**src/rtl/matvec_call_sequencer.sv**
```systemverilog
// matvec_call_sequencer: queues (M, V, Out0) argument triples and issues them as matvec
// component calls over a start/busy handshake, consumes done/stall returns, tracks calls in
// flight, counts completions and pulses irq when everything drains.
// Optional feature: define MATVEC_SEQ_CYCLE_COUNT_EN to build the saturating busy_cycles
// counter; otherwise busy_cycles is tied to zero.
module matvec_call_sequencer #(
    parameter int DEPTH        = 4,
    parameter int MAX_INFLIGHT = 8,
    parameter int CNT_W        = 16
) (
    input  logic             clock,
    input  logic             resetn,
    input  logic             enable,
    input  logic             cmd_valid,
    output logic             cmd_ready,
    input  logic [63:0]      cmd_m,
    input  logic [63:0]      cmd_v,
    input  logic [63:0]      cmd_out,
    output logic             call_start,
    input  logic             call_busy,
    output logic [63:0]      call_m,
    output logic [63:0]      call_v,
    output logic [63:0]      call_out,
    input  logic             ret_done,
    output logic             ret_stall,
    input  logic             hold_returns,
    output logic [7:0]       inflight,
    output logic [CNT_W-1:0] done_count,
    output logic             irq,
    output logic             proto_err,
    output logic [31:0]      busy_cycles
);

    localparam int PTR_W = (DEPTH > 1) ? $clog2(DEPTH) : 1;
    localparam int QC_W  = PTR_W + 1;
    localparam logic [QC_W-1:0]  QC_FULL = QC_W'(DEPTH);
    localparam logic [QC_W-1:0]  QC_ONE  = QC_W'(1);
    localparam logic [QC_W-1:0]  QC_ZERO = QC_W'(0);
    localparam logic [PTR_W-1:0] PTR_ONE = PTR_W'(1);
    localparam logic [7:0]       INF_MAX = 8'(MAX_INFLIGHT);

    typedef enum logic [1:0] {
        ST_IDLE     = 2'd0,
        ST_LAUNCH   = 2'd1,
        ST_THROTTLE = 2'd2
    } state_t;

    logic [1:0]       r_rst_sync;
    logic             w_rst_n;
    state_t           r_state, w_state_nxt;
    logic [63:0]      r_q_m   [DEPTH];
    logic [63:0]      r_q_v   [DEPTH];
    logic [63:0]      r_q_out [DEPTH];
    logic [PTR_W-1:0] r_wr_ptr, r_rd_ptr, w_head_idx;
    logic [QC_W-1:0]  r_q_count, w_q_count_nxt;
    logic             r_cmd_ready, r_call_start, r_irq, r_proto_err;
    logic [63:0]      r_call_m, r_call_v, r_call_out;
    logic [7:0]       r_inflight, w_infl_nxt;
    logic [CNT_W-1:0] r_done_count;
    logic             w_enq, w_accept, w_ret, w_ret_ok, w_ret_err, w_irq_set;
    logic             w_load, w_load_next;

    // Reset synchroniser: assertion is immediate, release is aligned to the clock.
    always_ff @(posedge clock or negedge resetn) begin
        if (!resetn) r_rst_sync <= 2'b00;
        else         r_rst_sync <= {r_rst_sync[0], 1'b1};
    end
    assign w_rst_n = r_rst_sync[1];

    assign w_enq       = cmd_valid & r_cmd_ready;
    assign w_accept    = r_call_start & ~call_busy;
    assign w_ret       = ret_done & ~hold_returns;
    assign w_ret_ok    = w_ret & (r_inflight != 8'd0);
    assign w_ret_err   = w_ret & (r_inflight == 8'd0);
    assign w_infl_nxt  = r_inflight + (w_accept ? 8'd1 : 8'd0) - (w_ret_ok ? 8'd1 : 8'd0);
    assign w_q_count_nxt = r_q_count + (w_enq ? QC_ONE : QC_ZERO) - (w_accept ? QC_ONE : QC_ZERO);
    assign w_head_idx  = w_load_next ? (r_rd_ptr + PTR_ONE) : r_rd_ptr;
    // Drain: the last in-flight call returns with nothing queued, presented or arriving.
    assign w_irq_set   = w_ret_ok & (r_inflight == 8'd1) & ~w_accept & (r_q_count == QC_ZERO)
                         & ~r_call_start & ~w_enq;

    // FSM state register.
    always_ff @(posedge clock or negedge w_rst_n) begin
        if (!w_rst_n) r_state <= ST_IDLE;
        else          r_state <= w_state_nxt;
    end

    // FSM next state and call-register load controls.
    always_comb begin
        w_state_nxt = r_state;
        w_load      = 1'b0;
        w_load_next = 1'b0;
        case (r_state)
            ST_IDLE: begin
                if (enable && (r_q_count != QC_ZERO) && (w_infl_nxt < INF_MAX)) begin
                    w_state_nxt = ST_LAUNCH;
                    w_load      = 1'b1;
                end else begin
                    w_state_nxt = ST_IDLE;
                end
            end
            ST_LAUNCH: begin
                if (w_accept) begin
                    // Back-to-back needs a second entry behind the one being popped.
                    if (enable && (r_q_count > QC_ONE) && (w_infl_nxt < INF_MAX)) begin
                        w_state_nxt = ST_LAUNCH;
                        w_load      = 1'b1;
                        w_load_next = 1'b1;
                    end else if (w_infl_nxt == INF_MAX) begin
                        w_state_nxt = ST_THROTTLE;
                    end else begin
                        w_state_nxt = ST_IDLE;
                    end
                end else begin
                    w_state_nxt = ST_LAUNCH;
                end
            end
            ST_THROTTLE: begin
                if (w_infl_nxt < INF_MAX) begin
                    if (enable && (r_q_count != QC_ZERO)) begin
                        w_state_nxt = ST_LAUNCH;
                        w_load      = 1'b1;
                    end else begin
                        w_state_nxt = ST_IDLE;
                    end
                end else begin
                    w_state_nxt = ST_THROTTLE;
                end
            end
            default: begin
                w_state_nxt = ST_IDLE;
            end
        endcase
    end

    // Queue storage: write the incoming triple at the tail.
    always_ff @(posedge clock or negedge w_rst_n) begin
        if (!w_rst_n) begin
            for (int i = 0; i < DEPTH; i++) begin
                r_q_m[i]   <= 64'd0;
                r_q_v[i]   <= 64'd0;
                r_q_out[i] <= 64'd0;
            end
        end else if (w_enq) begin
            r_q_m[r_wr_ptr]   <= cmd_m;
            r_q_v[r_wr_ptr]   <= cmd_v;
            r_q_out[r_wr_ptr] <= cmd_out;
        end else begin
            r_q_m[r_wr_ptr]   <= r_q_m[r_wr_ptr];
            r_q_v[r_wr_ptr]   <= r_q_v[r_wr_ptr];
            r_q_out[r_wr_ptr] <= r_q_out[r_wr_ptr];
        end
    end

    // Queue pointers, occupancy and registered ready flag; the head pops on call accept.
    always_ff @(posedge clock or negedge w_rst_n) begin
        if (!w_rst_n) begin
            r_wr_ptr    <= {PTR_W{1'b0}};
            r_rd_ptr    <= {PTR_W{1'b0}};
            r_q_count   <= QC_ZERO;
            r_cmd_ready <= 1'b1;
        end else begin
            r_wr_ptr    <= w_enq    ? (r_wr_ptr + PTR_ONE) : r_wr_ptr;
            r_rd_ptr    <= w_accept ? (r_rd_ptr + PTR_ONE) : r_rd_ptr;
            r_q_count   <= w_q_count_nxt;
            r_cmd_ready <= (w_q_count_nxt != QC_FULL);
        end
    end

    // Call presentation: start and arguments are held until the callee accepts.
    always_ff @(posedge clock or negedge w_rst_n) begin
        if (!w_rst_n) begin
            r_call_start <= 1'b0;
            r_call_m     <= 64'd0;
            r_call_v     <= 64'd0;
            r_call_out   <= 64'd0;
        end else if (w_load) begin
            r_call_start <= 1'b1;
            r_call_m     <= r_q_m[w_head_idx];
            r_call_v     <= r_q_v[w_head_idx];
            r_call_out   <= r_q_out[w_head_idx];
        end else if (w_accept) begin
            r_call_start <= 1'b0;
        end else begin
            r_call_start <= r_call_start;
        end
    end

    // In-flight tracking, completion count, drain interrupt and sticky protocol error.
    always_ff @(posedge clock or negedge w_rst_n) begin
        if (!w_rst_n) begin
            r_inflight   <= 8'd0;
            r_done_count <= {CNT_W{1'b0}};
            r_irq        <= 1'b0;
            r_proto_err  <= 1'b0;
        end else begin
            r_inflight   <= w_infl_nxt;
            r_done_count <= w_ret_ok ? (r_done_count + {{(CNT_W-1){1'b0}}, 1'b1}) : r_done_count;
            r_irq        <= w_irq_set;
            r_proto_err  <= r_proto_err | w_ret_err;
        end
    end

`ifdef MATVEC_SEQ_CYCLE_COUNT_EN
    logic [31:0] r_busy_cycles;

    // Saturating count of clocks with work queued, presented or in flight.
    always_ff @(posedge clock or negedge w_rst_n) begin
        if (!w_rst_n) begin
            r_busy_cycles <= 32'd0;
        end else if (((r_inflight != 8'd0) || (r_q_count != QC_ZERO) || r_call_start)
                     && (r_busy_cycles != 32'hFFFF_FFFF)) begin
            r_busy_cycles <= r_busy_cycles + 32'd1;
        end else begin
            r_busy_cycles <= r_busy_cycles;
        end
    end
    assign busy_cycles = r_busy_cycles;
`else
    assign busy_cycles = 32'd0;
`endif

    assign cmd_ready  = r_cmd_ready;
    assign call_start = r_call_start;
    assign call_m     = r_call_m;
    assign call_v     = r_call_v;
    assign call_out   = r_call_out;
    assign ret_stall  = hold_returns;
    assign inflight   = r_inflight;
    assign done_count = r_done_count;
    assign irq        = r_irq;
    assign proto_err  = r_proto_err;

endmodule
```
**config.mk**
```make
export PLATFORM = sky130hd
export DESIGN_NAME = matvec_call_sequencer
export DESIGN_NICKNAME = d
export VERILOG_FILES = /design/src/rtl/matvec_call_sequencer.sv
export SDC_FILE = /design/constraint.sdc
export NUM_CORES = 2
export LEC_CHECK = 0
export BUFFER_PORTS_ARGS = -buffer_cell sky130_fd_sc_hd__buf_2
export CORE_AREA = 5 5 297 299
export CTS_CLUSTER_SIZE = 24
export DETAILED_ROUTE_END_ITERATION = 12
export DIE_AREA = 0 0 302 304
export PLACE_DENSITY_LB_ADDON = 0.25
export SYNTH_ARGS = -nofsm -noshare
export SYNTH_HDL_FRONTEND = slang
export SYNTH_SLANG_ARGS = --single-unit
```
**constraint.sdc**
```tcl
create_clock -name clock -period 45.1 [get_ports clock]
set_clock_uncertainty 0.15 [all_clocks]
set_input_delay 4.51 -clock clock [delete_from_list [all_inputs] [get_ports clock]]
set_output_delay 4.51 -clock clock [all_outputs]
set_load 0.01 [all_outputs]
```
==> summary.txt <==
Floorplan
  • IO Pins: 452
  • Core ar.: 0.0849 sq mm
  • # rows: 107
  • Die Ht: 304 um
  • Initial core utilization: 0.646
  • Die Footprint: 0.0918 sq mm
  • DIE WIDTH: 302 um

Timing
  • Tcrit/Tclk final: 0.243
  • Minimum clock period: 10.94 ns
  • Setup Viol. Count Final: 0
  • Setup TNS: 0 ns
  • Final Max Slew Viols: 0
  • Hold Fails Final Rpt: 0
  • Least-Margin Pin Slew: 1.30 ns
  • RSZ-0062 raised after global routing: no
  • F_max: 91.4 MHz
  • Relative slew slack: 0.132

Critical path
  • Reg-to-Reg End: call_out[6]
  • Worst-path cell chain: buf_2 -> nor3b_1 -> xor2_1 -> ha_1 -> inv_1 -> fa_1 -> nor2b_1 -> o311ai_1 -> o311ai_1 -> or3_4 -> buf_4 -> buf_4 -> nor3_1 -> or4_1 -> o31ai_1
  • Buf/Inv on CP: 4
  • Startpoint types: input port
  • Slowest cell on crit path: or3_4
  • Worst path arrival time: 11.37 ns
  • Kind of cell adding the most delay to the critical path: simple AND/OR/NAND/NOR gates
  • Setup CP Type: input port to flip-flop
  • CP Max Fanout: 95
  • Worst setup startpoint: hold_returns
  • CP peak stage delay: 0.97 ns
  • Worst endpoint required time: 45.53 ns
  • FF-to-FF setup slack: 37.20 ns
  • Critical path endpoint: call_out[6]
  • Worst r2r src: inflight[2]
  • Worst path depth: 15
  • Crit end category: flip-flop
  • R2R cell count: 18

Power
  • PwrDens: 75.2 mW/mm^2
  • Pleak: 25.7 nW
  • Max VDD drop: 0.0694 mV
  • Total power: 4.53 mW

Outcome
  • Result of the run: finished, final reports clean

Global route
  • Initial antenna violation count: 25
  • Vias in the first global route: 48600
  • Total GRT Usage: 0.336
  • First-pass GRT wire length: 255000 um
  • Grt ovf: 0
  • Largest net degree at the start of global routing: 224

Synth
  • Async SR Flop Fraction: 1.00
  • Flops & latches, synth: 999
  • Syn Std Cell Area: 0.0548 sq mm
  • Cell with the most instances after synthesis: nor2_1
  • Synth Instances: 6378
  • Share of the synthesized area in the top cell type: 0.456
  • Dominant cell type by area after synthesis: dfrtp_1
  • Post-synth EDFFs: 0
  • Synth cell count leaders: nor2_1 (1547), dfrtp_1 (998), a21oi_1 (773)
  • Post-synth top flop: dfrtp_1
  • Main area contributors after synthesis: dfrtp_1 (46%), nor2_1 (11%), mux4_2 (7.9%)
  • Register area share after synthesis: 0.456
  • Ys Warns: 0
  • Cell variety after synth: 55
  • Mean Syn Cell Area: 8.59 sq um

Clocking
  • Clock buffer count from CTS: 106
  • CTS tree: done
  • Skew-Pair Late Insertion Delay: 0.68 ns
  • # resized after CTS: 0
  • Max clock buf depth: 3
  • H-tree depth: 3
  • CTS root buf: clkbuf_16
  • Clock-pin slew on the worst setup and hold paths: 0.07 ns
  • Hold_buf cts: 0
  • Postcts setup bufs: 0
  • Clock sink total: 999

Placed design
  • DP HPWL: 86900 um
  • Gpl congestion: 0.854
  • Port-buffer cells: 419

Drt
  • Routed vias/inst: 6.57
  • Vias: 50100
  • Antenna Nets Post-Route: 0
  • WL final: 159000 um
  • First-pass DRT Iterations: 6
  • Detailed Route Iter0 Violations: 5626
  • Drt wl/cell: 20.8 um
  • # DRC: 0

Finish
  • Share of cells above drive strength 1: 0.138
  • Fin nets: 6600
  • Fillers: 6372
  • Sequential cell area: 0.0250 sq mm
  • Area used by multi-input combinational logic: 0.0273 sq mm
  • Area grow syn2layout: 10.1%

Hold path
  • WHS Path Cells: 0
  • Tightest Hold Check Type: flip-flop to flip-flop

Flow run
  • Max Cap Viol: 0
worst register-to-register path, stage by stage, from the launching register on:
cell      delay (ns)
dfrtp_1         0.42
inv_1           0.10
ha_1            0.21
nand4b_1        0.12
nor2_1          0.07
nor3b_1         0.91
xor2_1          0.22
ha_1            0.23
inv_1           0.07
fa_1            0.42
nor2b_1         0.19
o311ai_1        0.15
o311ai_1        0.69
or3_4           0.97
buf_4           0.91
buf_4           1.00
nor3_1          0.18
or4_1           0.57
o31ai_1         0.23
cell families after synthesis:
logic type,after synthesis,synth area share
xor+xnor,23,0.00368
mux,388,0.115
simple gates,2945,0.235
other cells,2,0.000137
fa+ha+maj,21,0.00507
compound gates,1364,0.136
flops,999,0.456
buf+inv,636,0.0485
flip-flops by register name, summed over array words and instances, names as in the netlist:
name and cells:
call_out 64, inflight 8, r_rst_sync 2, r_q_out 256
call_v 64, r_wr_ptr 2, proto_err 1, r_q_m 256
r_state 2, r_q_count 3, call_m 64, call_start 1
r_rd_ptr 2, cmd_ready 1, r_q_v 256, irq 1
done_count 16
cells in the final DEF (no fill, tap or decap), types with 33 or more instances in the layout:
master,n
mux2i_1,193
buf_2,419
nor3_1,769
o31ai_1,171
o21ai_0,384
or4_1,191
dfrtp_1,995
a21oi_1,773
nor2_1,1547
buf_4,45
mux4_2,192
clkbuf_16,108
conb_1,33
nand2_1,392
layout make-up:
cell class	count	share of cell area
diodes	19	0.000788
clock buffers	154	0.0526
clock inverters	41	0.00913
inverters	23	0.00143
multi-input cells	4774	0.453
flip-flops and latches	999	0.415
well taps	1144	0.0237
repair buffers	476	0.0443
worst min-delay path by stage:
stage / start / end / slack [ns]
3_5_place_dp: r_rst_sync[0] / r_rst_sync[1] / 0.21
3_3_place_gp: r_rst_sync[0] / r_rst_sync[1] / 0.19
4_1_cts: r_rst_sync[0] / r_rst_sync[1] / 0.22
6_report: r_rst_sync[0] / r_rst_sync[1] / 0.21
5_1_grt: r_rst_sync[0] / r_rst_sync[1] / 0.23
2_1_floorplan: r_rst_sync[0] / r_rst_sync[1] / 0.18
metrics by stage:
step,cells,util,worst slack (ns),cell area (sq um),hold WS [ns]
global placement,7416,0.666,33.99,56600,0.191
global route,7622,0.711,33.80,60300,0.232
detailed placement,7416,0.666,33.70,56600,0.207
CTS,7611,0.710,34.38,60300,0.218
finish,7630,0.711,34.16,60300,0.212
floorplan,6409,-,15.04,54900,0.181
routing by layer:
layer  part of all wire  GRT usage  up-vias  routed length [um]
li1                   -          -    22400                   -
met1               0.39      0.448    24600               61400
met2               0.47      0.539     2692               74800
met3               0.10     0.0723      448               15900
met4              0.040      0.145       16                6370
met5            0.00064          0        -                 101
power by group:
| group | internal (mW) | switching, mW | total, mW |
|---|---|---|---|
| Sequential | 1.27 | 0.380 | 1.65 |
| Clock | 0.551 | 0.371 | 0.922 |
| Combinational | 0.746 | 1.22 | 1.96 |
(Power assumes the default switching activity.)
